==> config.mk <==
export PLATFORM = sky130hd
export DESIGN_NAME = hazard_ctrl
export DESIGN_NICKNAME = d
export VERILOG_FILES = /design/src/rtl/hazard_ctrl.sv
export SDC_FILE = /design/constraint.sdc
export NUM_CORES = 1
export LEC_CHECK = 0
export CORE_ASPECT_RATIO = 1.2
export CORE_MARGIN = 3
export CORE_UTILIZATION = 50
export CTS_CLUSTER_DIAMETER = 60
export DETAILED_ROUTE_END_ITERATION = 10
export HOLD_SLACK_MARGIN = 0.1
export PLACE_DENSITY = 0.9
export SYNTH_ARGS = -nofsm -noshare
export SYNTH_HDL_FRONTEND = slang
export SYNTH_SLANG_ARGS = --single-unit
==> constraint.sdc <==
create_clock -name clk -period 2.8 [get_ports clk]
set_input_delay 0.56 -clock clk [delete_from_list [all_inputs] [get_ports clk]]
set_output_delay 0.56 -clock clk [all_outputs]
set_load 0.02 [all_outputs]
==> src/rtl/hazard_ctrl.sv <==
// hazard_ctrl: pipeline sequencer with EX/MEM/WB destination scoreboard,
// forwarding selects, load-use stalls, redirect flushes, freezes and exception drain.
module hazard_ctrl #(
    parameter int DRAIN_CYCLES = 2
) (
    input  logic        clk,
    input  logic        reset,
    input  logic [15:0] instr_top,
    input  logic [4:0]  id_dst,
    input  logic        id_regwrite,
    input  logic        id_memread,
    input  logic        ex_redirect,
    input  logic        exc_req,
    input  logic        mem_busy,
    output logic        pc_we,
    output logic        if_we,
    output logic        id_we,
    output logic        if_flush,
    output logic        id_flush,
    output logic [1:0]  ctrl_rs,
    output logic [1:0]  ctrl_rt,
    output logic        exc_take
);
    typedef enum logic [1:0] {RUN, DRAIN, TAKE} state_t;
    typedef struct packed {
        logic       valid;
        logic [4:0] dst;
        logic       regwrite;
        logic       memread;
    } slot_t;

    state_t     state_q, state_d;
    logic [2:0] cnt_q, cnt_d;
    slot_t      ex_q, mem_q, wb_q, ex_d, mem_d, wb_d;
    logic [5:0] op;
    logic [4:0] rs, rt;
    logic       uses_rs, uses_rt, load_use;

    assign op = instr_top[15:10];
    assign rs = instr_top[9:5];
    assign rt = instr_top[4:0];
    assign uses_rs = !(op == 6'b000010 || op == 6'b000011 || op == 6'b001111);
    assign uses_rt = op == 6'b000000 || op == 6'b000100 || op == 6'b000101 ||
                     op == 6'b101011 || op == 6'b101000;
    assign load_use = ex_q.valid && ex_q.memread && ex_q.dst != 5'd0 &&
                      ((uses_rs && ex_q.dst == rs) || (uses_rt && ex_q.dst == rt));

    // Youngest matching producer wins, so EX is checked before MEM and WB.
    function automatic logic [1:0] fwd(input logic [4:0] r, input slot_t e, input slot_t m,
                                       input slot_t w);
        return (r == 5'd0) ? 2'd0 :
               (e.valid && e.regwrite && e.dst == r) ? 2'd1 :
               (m.valid && m.regwrite && m.dst == r) ? 2'd2 :
               (w.valid && w.regwrite && w.dst == r) ? 2'd3 : 2'd0;
    endfunction

    always_comb begin
        pc_we    = 1'b1;
        if_we    = 1'b1;
        id_we    = 1'b1;
        if_flush = 1'b0;
        id_flush = 1'b0;
        exc_take = 1'b0;
        ctrl_rs  = fwd(rs, ex_q, mem_q, wb_q);
        ctrl_rt  = fwd(rt, ex_q, mem_q, wb_q);
        state_d  = state_q;
        cnt_d    = cnt_q;
        if (reset) begin
            {pc_we, if_we, id_we} = 3'b000;
            {if_flush, id_flush}  = 2'b11;
            ctrl_rs = 2'd0;
            ctrl_rt = 2'd0;
        end else if (mem_busy) begin
            {pc_we, if_we, id_we, if_flush, id_flush} = 5'b00000;
        end else begin
            case (state_q)
                RUN: begin
                    if (exc_req) begin
                        {pc_we, if_we, id_we, if_flush, id_flush} = 5'b00011;
                        cnt_d   = 3'(DRAIN_CYCLES - 1);
                        state_d = DRAIN;
                    end else if (ex_redirect) begin
                        {pc_we, if_we, id_we, if_flush, id_flush} = 5'b10011;
                    end else if (load_use) begin
                        {pc_we, if_we, id_we, if_flush, id_flush} = 5'b00001;
                    end
                end
                DRAIN: begin
                    {pc_we, if_we, id_we, if_flush, id_flush} = 5'b00011;
                    cnt_d   = (cnt_q == 3'd0) ? cnt_q : cnt_q - 3'd1;
                    state_d = (cnt_q == 3'd0) ? TAKE : DRAIN;
                end
                TAKE: begin
                    {pc_we, if_we, id_we, if_flush, id_flush} = 5'b10011;
                    exc_take = 1'b1;
                    state_d  = RUN;
                end
                default: state_d = RUN;
            endcase
        end
        wb_d  = mem_busy ? wb_q  : mem_q;
        mem_d = mem_busy ? mem_q : ex_q;
        ex_d  = mem_busy ? ex_q  :
                (id_we && !id_flush) ? {1'b1, id_dst, id_regwrite, id_memread} : '0;
    end

    always_ff @(posedge clk) begin
        if (reset) begin
            state_q <= RUN;
            cnt_q   <= 3'd0;
            ex_q    <= '0;
            mem_q   <= '0;
            wb_q    <= '0;
        end else begin
            state_q <= state_d;
            cnt_q   <= cnt_d;
            ex_q    <= ex_d;
            mem_q   <= mem_d;
            wb_q    <= wb_d;
        end
    end
endmodule

==> results <==
- The setup clock skew after layout is 0.00911 ns.
- The number of cells in the finished layout apart from fillers is 296.
- After detailed routing, the average wire length per cell comes to 14.6 um.
- The CTS root buffer is clkbuf_4.
- The detail route stage leaves a number of antenna-violating nets equal to 0.
- In this run the core area contains 22 standard-cell rows.
- From synthesis to final layout, the design area changed by 32.4%.
- Summed over all nets, the half-perimeter wirelength after detailed placement is 3340 um.
- The post-layout minimum cycle time is 2.72 ns.
- Of all nets on the critical path, the largest fanout is 21.
- The global routing stage identified its most utilized layer as met2.
- The floorplan step defined a core boundary enclosing 0.00319 mm^2.
- The kind of critical path is in -> out.
- The number of instances in the synthesized netlist is 208.
- The actual slew at the worst max-slew pin is 0.532 ns.
- The worst hold path belongs to the class reg -> reg.
- On the critical path, the stage with the largest delay is an instance of clkdlybuf4s50_1.
- The H-tree level count is 1.
- For the final routed database, the setup TNS stands at 0 ns.
- 38 I/O pins were placed.
- Hold repair after CTS inserted 0 buffers.
- The number of inserted diodes is 0.
- The number of hold-slack violations in the final timing report is 0.
- The worst setup path is launched from an input pin.
- The die width is 60.0 um.
- The worst setup path is captured at an output pin.
- In the synthesized netlist the dominant register cell turns out to be dfxtp_1.
- The synthesized design contains 0 enable-type register cells.
- The global routing met1 resource utilization is 23.8%.
- Detailed routing inserted a total of 1669 vias.
- The total overflow left after global routing is 0.
- For met3 alone, demand over resource in global routing was 1.82%.
- STA puts the critical path data arrival time at 2.16 ns.
- The largest voltage drop on the vdd net is 0.000329 V.
- The start point of the critical path is reset.
- The final estimated routing congestion in global placement is 0.893.
- The first TritonRoute pass finished after 4 iterations.
- After synthesis the cells add up to 0.00175 mm^2.
- In this design, the critical path's most frequently occurring cell is clkdlybuf4s50_1.
- The first-iteration detailed-routing DRC count is 58.
- Together, buffers and inverters on the worst path number 3.
- At the end of the flow the core is filled with cells to 72.6%.
- The effective utilization at floorplan is 54.9%.
- The analysis attributes to cell leakage a power of 1.07 nW.
- The placed cell count is 289.
- The largest net degree at the start of global routing is 22.
- The tool flagged a number of max-cap violations equal to 0.
- In the layout the commonest cells are 27 x dfxtp_1, 25 x nor2_1, 24 x buf_4, 19 x xor2_1, 18 x nand2_1.
- The startpoint of the most critical register-to-register path is state_q[0].
- Buffers inserted during clock tree synthesis total 3.
- The synthesis warning total is 0.
- The number of setup violations in the final report is 0.
- The signal on the critical path passes through clkdlybuf4s50_1, buf_4, a21o_1, clkdlybuf4s50_1.
- The run finished with clean final reports.
- The total track usage is 19.6%.
- The power per standard cell area is 357 mW/mm^2.
- The fraction of registers with async set or reset after synthesis is 0%.
- The final layout contains routed wiring with a total length of 4310 um.
- Clock tree synthesis found a total of 27 sinks.
- The clock passes through at most 2 buffers.
- Broken down by cell family, the worst path's largest delay share belongs to buffers and inverters.
- The worst stage delay on the critical path is 0.60 ns.
- The die covers 0.00425 mm^2.
- After synthesis, flip-flops and latches occupy 30.9% of the total area.
- The number of nets in the finished design is 295.
- The max-slew violation count is 0.
- The final period utilization is 97.1%.
- The later-pin clock latency in the skew report is 0.31 ns.
- After detailed routing, the number of vias per cell comes to 5.64.
- The maximum achievable frequency is 368 MHz.
- The startpoint identified for the worst hold timing path is wb_q[7].
- Clock-pin slew was measured on the worst setup and hold paths at 0.13 ns.
- The synthesized area per cell is 8.42 um^2.
- The DRC violation count after routing is 0.
- The number of different library cells used by synthesis comes to 40.
- The wire length of the first global-routing pass is 6620 um.
- TritonCTS built the clock tree.
- For met2 alone, demand over resource in global routing was 35.3%.
- In this run the tightest slew margin relative to its limit is 64.5%.
- The worst hold margin is 0.530 ns.
- The most frequent standard cell in the layout excluding fill and tap cells is dfxtp_1.
- The proportion of layout cells with a drive suffix above 1 is 16.2%.
- The overall die height is 70.8 um.
- Power comes to 827 uW.
- The required time of the critical path is 2.24 ns.
- Buffers placed on the I/O ports in this run total 37.
- The number of nets produced by synthesis is 242.
- After synthesis the netlist holds a flip-flop and latch count of 27.
- The via count of the first global-routing pass is 1565.
- The number of antenna violations at the first check in global routing is 0.
==> flip-flops by register name, indices dropped and copies added (netlist names) <==
register	count
ex_q	8
cnt_q	3
state_q	2
wb_q	7
mem_q	7
==> synthesized netlist by cell type, types with 4 or more instances <==
master,count,area [um^2]
inv_1,7,26.3
a31oi_1,9,56.3
a21oi_1,4,20.0
nor3_1,7,35.0
nor2b_1,4,25.0
nand2_1,19,71.3
ha_1,6,75.1
o21ai_0,4,20.0
xnor2_1,12,105
nor2_1,25,93.8
a21boi_0,7,52.6
xor2_1,19,166
mux2i_1,14,140
dfxtp_1,27,541
==> per-layer routing <==
metal	routed length (um)	vias to the layer above	part of all wire [%]
met2	2190	51	51
li1	-	830	-
met5	0	-	0
met1	1800	780	42
met4	82	0	1.9
met3	238	8	5.5
==> power breakdown <==
part / internal, mW / total, mW / switching, mW
sequential: 0.402 / 0.422 / 0.0198
combinational: 0.122 / 0.245 / 0.123
clock: 0.0534 / 0.160 / 0.106
total: 0.578 / 0.827 / 0.249
==> layout make-up <==
type,instances,area (um^2)
clock buffers,3,22.5
clock inverters,1,5.00
fillers,242,875
inverters,7,26.3
multi-input cells,165,1160
flip-flops and latches,27,541
well taps,36,45.0
repair buffers,57,514
==> kinds of logic after synthesis <==
logic type | share of synthesized area [%]
buf+inv | 4.29
simple gates | 20.1
flops | 30.9
xor+xnor | 15.5
mux | 8.00
compound gates | 17.0
fa+ha+maj | 4.29
==> metrics by stage <==
| step | area, um^2 | setup WS, ns |
|---|---|---|
| 3_5_place_dp | 2250 | -0.556 |
| 2_1_floorplan | 1750 | 0.366 |
| 4_1_cts | 2260 | -0.0437 |
| 6_report | 2320 | 0.0816 |
| 3_3_place_gp | 2250 | -0.482 |
| 5_1_grt | 2320 | -0.0200 |
==> worst reg2reg max path: cells and delay by family, from the launching register on <==
| kind | cells | cell delay [ns] |
|---|---|---|
| flip-flops | 1 | 0.41 |
| AND/OR/NAND/NOR | 2 | 0.32 |
| AO/OA/AOI/OAI | 2 | 0.57 |
| buffers and inverters | 1 | 0.08 |
| adder cells (fa/ha/maj) | 1 | 0.23 |
| XOR/XNOR | 1 | 0.14 |
==> repair_timing <==
action / CTS / global route
gates resized for setup: 38 / 17
hold endpoints to repair: 0 / 0
pin swaps: 6 / 12
setup buffers: 0 / 3
setup endpoints to repair: 8 / 8
==> path summary, 6_finish.rpt <==
kind	endpoint	slack, ns	cells after the start
setup / recovery	if_flush	0.08	4
hold / removal	wb_q[7]	0.53	2
setup reg to reg	cnt_q[2]	0.96	7
hold reg to reg	wb_q[7]	0.53	2
(Power assumes the default switching activity.)
